<file path="src/rtl/branch_resolve_unit.sv">
// branch_resolve_unit: flag capture, branch resolution, PC and redirect pulse; BRANCH_STATS_EN adds taken/not-taken counters
module branch_resolve_unit #(
  parameter int PC_W = 8,
  parameter logic [PC_W-1:0] RESET_PC = '0,
  parameter int FLUSH_CYCLES = 2
) (
  input  logic            clk,
  input  logic            reset,
  input  logic [7:0]      cmp_in,
  input  logic            cmp_valid,
  input  logic            br_valid,
  output logic            br_ready,
  input  logic [2:0]      br_cond,
  input  logic [PC_W-1:0] br_target,
  input  logic            stall,
  output logic [PC_W-1:0] pc,
  output logic [2:0]      flags,
  output logic            flags_vld,
  output logic            redirect,
  output logic            cmp_err
`ifdef BRANCH_STATS_EN
  ,
  output logic [7:0]      taken_cnt,
  output logic [7:0]      nottaken_cnt
`endif
);
  typedef enum logic [1:0] {IDLE, WAIT, FLUSH} state_t;
  localparam logic [3:0] FLUSH_INIT = 4'(FLUSH_CYCLES - 1);
  state_t state_q, state_d;
  logic [PC_W-1:0] pc_q, pc_d, target_q, target_d, cur_target;
  logic [2:0] flags_q, flags_d, cond_q, cond_d, cur_cond, cmp_flags;
  logic [3:0] cnt_q, cnt_d;
  logic flags_vld_q, flags_vld_d, cmp_err_q, cmp_err_d, redirect_q, redirect_d;
  logic cmp_legal, in_wait, uncond, accept, resolve, hold, taken;
`ifdef BRANCH_STATS_EN
  logic [7:0] taken_cnt_q, taken_cnt_d, nottaken_cnt_q, nottaken_cnt_d;
`endif
  function automatic logic eval(input logic [2:0] c, input logic [2:0] f);
    logic [7:0] tbl;
    tbl = {1'b0, f[2] | f[0], f[1] | f[0], f[2], f[1], !f[0], f[0], 1'b1};
    return tbl[c];
  endfunction
  always_comb begin
    cmp_legal = cmp_valid && (cmp_in == 8'h00 || cmp_in == 8'h01 || cmp_in == 8'hff);
    cmp_flags = cmp_in == 8'h00 ? 3'b001 : cmp_in == 8'h01 ? 3'b010 : 3'b100;
    in_wait = state_q == WAIT;
    cur_cond = in_wait ? cond_q : br_cond;
    cur_target = in_wait ? target_q : br_target;
    uncond = cur_cond == 3'b000 || cur_cond == 3'b111;
    accept = br_valid && state_q == IDLE;
    resolve = in_wait ? cmp_legal : accept && (uncond || flags_vld_q || cmp_legal);
    hold = accept && !resolve;
    taken = resolve && eval(cur_cond, cmp_legal ? cmp_flags : flags_q);
    flags_d = cmp_legal ? cmp_flags : flags_q;
    flags_vld_d = cmp_legal || (flags_vld_q && !(resolve && !uncond));
    cmp_err_d = cmp_err_q || (cmp_valid && !cmp_legal);
    cond_d = hold ? br_cond : cond_q;
    target_d = hold ? br_target : target_q;
    pc_d = taken ? cur_target
         : !stall && ((state_q == IDLE && !hold) || (in_wait && resolve)) ? pc_q + PC_W'(1)
         : pc_q;
    state_d = taken ? FLUSH
            : hold ? WAIT
            : in_wait && resolve ? IDLE
            : state_q == FLUSH && cnt_q == 4'd0 ? IDLE
            : state_q;
    cnt_d = taken ? FLUSH_INIT : state_q == FLUSH ? cnt_q - 4'd1 : cnt_q;
    redirect_d = state_d == FLUSH;
`ifdef BRANCH_STATS_EN
    taken_cnt_d = taken && taken_cnt_q != 8'hff ? taken_cnt_q + 8'd1 : taken_cnt_q;
    nottaken_cnt_d = resolve && !taken && nottaken_cnt_q != 8'hff ? nottaken_cnt_q + 8'd1 : nottaken_cnt_q;
`endif
  end
  always_ff @(posedge clk) begin
    if (reset) begin
      state_q <= IDLE;
      pc_q <= RESET_PC;
      flags_q <= 3'b000;
      flags_vld_q <= 1'b0;
      cmp_err_q <= 1'b0;
      redirect_q <= 1'b0;
      cond_q <= 3'b000;
      target_q <= '0;
      cnt_q <= 4'd0;
`ifdef BRANCH_STATS_EN
      taken_cnt_q <= 8'd0;
      nottaken_cnt_q <= 8'd0;
`endif
    end else begin
      state_q <= state_d;
      pc_q <= pc_d;
      flags_q <= flags_d;
      flags_vld_q <= flags_vld_d;
      cmp_err_q <= cmp_err_d;
      redirect_q <= redirect_d;
      cond_q <= cond_d;
      target_q <= target_d;
      cnt_q <= cnt_d;
`ifdef BRANCH_STATS_EN
      taken_cnt_q <= taken_cnt_d;
      nottaken_cnt_q <= nottaken_cnt_d;
`endif
    end
  end
  assign br_ready = state_q == IDLE;
  assign pc = pc_q;
  assign flags = flags_q;
  assign flags_vld = flags_vld_q;
  assign redirect = redirect_q;
  assign cmp_err = cmp_err_q;
`ifdef BRANCH_STATS_EN
  assign taken_cnt = taken_cnt_q;
  assign nottaken_cnt = nottaken_cnt_q;
`endif
endmodule

</file>
<file path="config.mk">
export PLATFORM = sky130hd
export DESIGN_NAME = branch_resolve_unit
export DESIGN_NICKNAME = d
export VERILOG_FILES = /design/src/rtl/branch_resolve_unit.sv
export SDC_FILE = /design/constraint.sdc
export NUM_CORES = 1
export LEC_CHECK = 0
export ABC_AREA = 1
export BUFFER_PORTS_ARGS = -buffer_cell sky130_fd_sc_hd__clkbuf_2
export CAP_MARGIN = 20
export CORE_MARGIN = 1.5
export CORE_UTILIZATION = 43
export CTS_CLUSTER_SIZE = 16
export DETAILED_ROUTE_END_ITERATION = 8
export PLACE_DENSITY = 0.78
export SLEW_MARGIN = 20
export SYNTH_ARGS = -nofsm -noshare
export SYNTH_HDL_FRONTEND = slang
export SYNTH_SLANG_ARGS = --single-unit
</file>
<file path="constraint.sdc">
create_clock -name clk -period 1.93 [get_ports clk]
set_input_delay 0 -clock clk [delete_from_list [all_inputs] [get_ports clk]]
set_output_delay 0 -clock clk [all_outputs]
set_load 0.01 [all_outputs]
</file>
## After elaboration in Yosys (flattened, before gate mapping)

Index checks and enable logic that the tools add are counted.

- Bits in registers: 31
- Output and inout bits: 15

- Add/sub/neg operators: 2
- Magnitude comparators: 1
- Equality and inequality tests: 6
- Multiplexer cells: 16
- Bitwise operators: 2
- Reductions and logical operators: 34

Operators by type and width:

| cell | count |
|---|---|
| 2-to-1 mux 8 bit | 3 |
| logical AND 1 bit | 12 |
| 2-to-1 mux 3 bit | 4 |
| adder 8 x 1 -> 8 bit, second input constant | 1 |
| == test 8 x 1 -> 1 bit, second input constant | 1 |
| == test 8 bit, second input constant | 1 |
| zero test 8 bit | 1 |
| logical OR 1 bit | 8 |
| 2-to-1 mux 2 bit | 4 |
| zero test 1 bit | 7 |
| == test 2 bit, second input constant | 2 |
| zero test 4 bit | 1 |
| < comparator 3 x 4 -> 1 bit, second input constant | 1 |
| 2-to-1 mux 1 bit | 4 |
| nonzero test 2 bit | 2 |
| subtractor 4 x 1 -> 4 bit, second input constant | 1 |
| binary-select mux 1 bit (select 3 bit) | 1 |
| == test 3 bit, second input constant | 1 |
| zero test 3 bit | 1 |
| == test 2 x 1 -> 1 bit, second input constant | 1 |
| zero test 2 bit | 1 |
| OR 1 bit | 2 |
| OR reduction 2 bit | 1 |

## Longest topological paths before layout

- Depth in word-level cells: 16
- Gate-level depth with buffers: 17

## Worst setup path before layout

Ideal clock, no wire load.

- Kind: register -> register
- Start point: register state_q[0]
- End point: register pc_q[0], in the netlist pc[0]
- Library setup time: 0.115 ns
- Arrival time: 1.752 ns
- Slack: 0.064 ns
- Cell stages (with the launch flop): 14
- Buffers on the path: 2
- Period minus slack after synthesis: 1.866 ns
- Cell sequence: dfxtp_1 nand2_2 buf_6 o21ai_4 nand2_2 nand2_2 nand2_2 nand3b_2 a21oi_2 a21oi_4 nand2_4 buf_6 o21ai_1 nor2_1

- Word-level cells in the longest chain between the ends: 15

Ends and longest elaborated chain:

| element | line | text |
|---|---|---|
| from (decl) | 29 | `state_t state_q, state_d;` |
| from (signal assigned) | 90 | `state_q <= state_d;` |
| == test 2 x 1 -> 1 bit | 46 | `in_wait = state_q == WAIT;` |
| 2-to-1 mux 3 bit | 47 | `cur_cond = in_wait ? cond_q : br_cond;` |
| == test 3 bit / zero test 3 bit (equally long branches) | 49 | `uncond = cur_cond == 3'b000 \|\| cur_cond == 3'b111;` |
| logical OR 1 bit | 49 |  |
| logical OR 1 bit (2 in series) | 51 | `resolve = in_wait ? cmp_legal : accept && (uncond \|\| flags_vld_q \|\| cmp_legal);` |
| logical AND 1 bit | 51 |  |
| 2-to-1 mux 1 bit | 51 |  |
| zero test 1 bit | 52 | `hold = accept && !resolve;` |
| logical AND 1 bit | 52 |  |
| zero test 1 bit | 60 | `: !stall && ((state_q == IDLE && !hold) \|\| (in_wait && resolve)) ? pc_q + PC_W'(1)` |
| logical AND 1 bit | 60 |  |
| logical OR 1 bit | 60 |  |
| logical AND 1 bit | 60 |  |
| nonzero test 2 bit (no line) | - |  |
| to (signal assigned) | 91 | `pc_q <= pc_d;` |
| to (decl) | 30 | `logic [PC_W-1:0] pc_q, pc_d, target_q, target_d, cur_target;` |

Several ways; a longest one is shown, not always the timed one. The select of a mux whose other input is x is not followed.
A chain may end at the register's enable or synchronous reset.

## Worst setup path after layout

- Start point: register state_q[1]
- End point: register pc_q[4], in the netlist pc[4]

The elaborated chain is that of the path after synthesis.

==> metrics.md <==
| Metric | Value |
|---|---|
| Reg2reg start | `state_q[1]$_SDFF_PP0_` |
| Die Ht | `between 60 and 70 um` |
| Cell with the most instances after synthesis | `nand2_1` |
| Die X | `68.0 um` |
| Input/output buffers | `38` |
| Die area | `4630 um^2` |
| List of most frequent post-synthesis cells | `66 x nand2_1, 40 x inv_1, 31 x dfxtp_1` |
| Cells along the critical path | `inv_4 -> nand2_8 -> o21ai_4 -> inv_1 -> nand2_1 -> nand2_2 -> nand3b_2 -> a21oi_2 -> a21oi_4 -> nand2_4 -> nand2_1 -> nand2_1 -> nor2_1 -> nor2_1` |
| Ports | `39` |
| Synthesized cell area | `1820 um^2` |
| Largest net degree at the start of global routing | `24` |
| Peak VDD IR | `0.367 mV` |
| YS warnings | `0` |
| Asr flop ratio synth | `0%` |
| Vias in the first global route | `1593` |
| Max_cap viols | `0` |
| Cells after synthesis | `around 280` |
| Leak pwr | `1.15 nW` |
| Wire length per cell | `approximately 11 um` |
| CTS tree | `yes` |
| Wire length of the first global-routing pass | `6810 um` |
| Tmin final | `1830 ps` |
| CTS Hold Buffers Added | `0` |
| Synth Net Count | `306` |
| Crit. End Element | `register` |
| ANT cells | `0` |
| Post-route ant nets | `0` |
| Worst Hold Class | `in -> reg` |
| Clock buffer depth | `2` |
| Synth Register Bits | `31` |
| Setup ws final | `~100 ps` |
| Via count | `1878` |
| Worst EP arrival | `2020 ps` |
| Sequential-to-total area share from yosys stat | `34.1%` |
| Core ar. | `4030 um^2` |
| Layout cells sized above 1 | `24.6%` |
| CTS buffer count | `5` |
| CP Data Required Time | `2120 ps` |
| Nets@finish | `~360` |
| DP Area | `2090 um^2` |
| Clock Tree Root | `clkbuf_8` |
| Status | `complete, no violations` |
| # DRC | `0` |
| Total gr overflow | `0` |
| Drt pass-1 iters | `4` |
| CP startpoint | `state_q[1]$_SDFF_PP0_` |
| Final WL | `4280 um` |
| Worst-Skew Late Latency | `290 ps` |
| Initial Util | `45.2%` |
| Critical-path top delay cell | `dfxtp_2` |
| Hpwl dp | `a little over 3000 um` |
| Starting DRC count in detailed routing | `139` |
| # setup viols final | `0` |
| Dominant cell type by area after synthesis | `dfxtp_1` |
| Reg-to-Reg End | `pc[4]$_SDFFE_PP0P_` |
| F_max | `roughly 550 MHz` |
| Slew @ Worst Pin | `586 ps` |
| Filler Cell Count | `408` |
| Final Cell Area | `between 2000 and 2500 um^2` |
| # clock sinks | `31` |
| Num rows | `23` |
| Final hold viol count | `0` |
| Post-route clock period utilization | `94.9%` |
| Max H-tree Level | `2` |
| Mean Syn Cell Area | `6.52 um^2` |
| Max incr delay on CP | `330 ps` |
| Power Dens Cells | `878 nW/um^2` |
| Vias/cell | `4.96` |
| Crit path kind | `reg -> reg` |
| Synth top area share | `34.1%` |
| Gr usage total | `approximately 19%` |
| Slew headroom | `60.9%` |
| Synth cell types | `28` |
| Initial antenna violation count | `0` |
| Most frequent cell on the critical path | `nand2_1` |
| Area Overhead vs Synth | `26.1%` |
| R2r setup slk | `100 ps` |
| Critical Path Sink | `pc[4]$_SDFFE_PP0P_` |
| GPL Wtd Cong | `0.858` |
| Pwr Total | `0.00202 W` |
| Startpoint Class | `register` |
| Clock transition at path regs | `70 ps` |
| FF-to-FF path depth | `14` |
| Post-synth EDFFs | `0` |
| Dpl ws | `-0.302 ps` |
| Final Skew | `between 7 and 8 ps` |
| RSZ-0062 raised after global routing | `true` |
| Hold Crit Depth | `3` |
| Critical-path maximum fanout | `9` |
| Top FF cell, synth | `dfxtp_1` |
| Final max-slew violation count | `0` |
| Synth area leaders | `dfxtp_1 34%, nand2_1 14%, inv_1 8.3%` |
state kept, by name (all words and copies together) (netlist names):
| name | count |
|---|---|
| flags | 3 |
| pc | 8 |
| cond_q | 3 |
| flags_vld | 1 |
| redirect | 1 |
| target_q | 8 |
| state_q | 2 |
| cmp_err | 1 |
| cnt_q | 4 |
cell type report:
cell class | count | area [um^2] | share of cell area, %
Inverter | 40 | 153 | 6.65
Clock inverter | 1 | 5.00 | 0.218
Multi-Input combinational cell | 202 | 1090 | 47.6
Timing Repair Buffer | 49 | 277 | 12.1
Clock buffer | 6 | 82.6 | 3.60
Tap cell | 50 | 62.6 | 2.73
Sequential cell | 31 | 623 | 27.2
timing repair:
| item | CTS | global route |
|---|---|---|
| gates cloned | 0 | 2 |
| buffers inserted | 0 | 3 |
| endpoints found under the setup margin | 2 | 11 |
| hold endpoints to repair | 0 | 0 |
| pin swaps | 0 | 11 |
| gates resized for setup | 1 | 20 |
placed cells by master (no fill, tap or decap), drive strengths merged:
cell type | synthesis | final
nor3 | 3 | 3
xnor2 | 1 | 1
inv | 40 | 40
nand2 | 74 | 76
nand3 | 24 | 24
a21oi | 20 | 20
nand4 | 2 | 2
a31oi | 2 | 2
nor2 | 30 | 30
ha | 3 | 3
dfxtp | 31 | 31
xor2 | 7 | 7
a21boi | 1 | 1
o31ai | 1 | 1
clkbuf | 5 | 44
o21ai | 29 | 29
clkinv | 0 | 1
buf | 3 | 11
nand3b | 3 | 3
per-layer routing:
metal  track usage [%]  up-vias  part of all wire [%]
met1              25.9      848                    47
met2              30.1       34                    47
met4              8.00        0                   1.9
met5                 0        -                     0
met3              4.61        5                   3.2
li1                  -      991                     -
critical path: cells and delay by family (launching register included):
kind	cells	cell delay (ps)
AOI/OAI and AO/OA	3	510
and+or+nand+nor	9	770
buffers and inverters	2	150
DFF	1	330
power by group:
part           switching, W  total [W]  internal [W]  leakage, nW
registers         0.0000535   0.000783      0.000729        0.255
logic              0.000437   0.000713      0.000276        0.845
clock network      0.000240   0.000520      0.000279       0.0470
how the worst min path moves through the flow:
stage	to	slack, ps	from
finish	target_q[7]$_SDFFE_PP0P_	7	br_target[7]
global route	flags[1]$_SDFF_PP0_	10	reset
CTS	flags[0]$_SDFF_PP0_	1	reset
detailed placement	flags[0]$_SDFF_PP0_	300	reset
global placement	target_q[7]$_SDFFE_PP0P_	300	br_target[7]
floorplan	cmp_err$_SDFF_PP0_	160	cmp_valid
stage by stage:
| step | hold WS, ps | util (%) | instances | setup TNS [ps] |
|---|---|---|---|---|
| after global routing | 10.3 | 57.0 | 379 | -98.8 |
| final | 6.87 | 57.0 | 379 | 0 |
| after floorplan | 162 | - | 279 | 0 |
| after CTS | 1.32 | 54.0 | 374 | 0 |
| after global placement | 299 | 51.8 | 367 | 0 |
| after detailed placement | 303 | 51.8 | 367 | -0.302 |
cells by family (layout without fill, tap and decap cells):
group | after synthesis | in the layout | share of synthesized area (%)
xor gates and xnor gates | 8 | 8 | 3.85
DFF | 31 | 31 | 34.1
and+or+nand+nor | 136 | 138 | 32.5
buffers and inverters | 48 | 96 | 10.8
AOI/OAI and AO/OA | 53 | 53 | 16.6
adders and majority gates | 3 | 3 | 2.06
No activity file was read; power rests on OpenSTA's default activity.
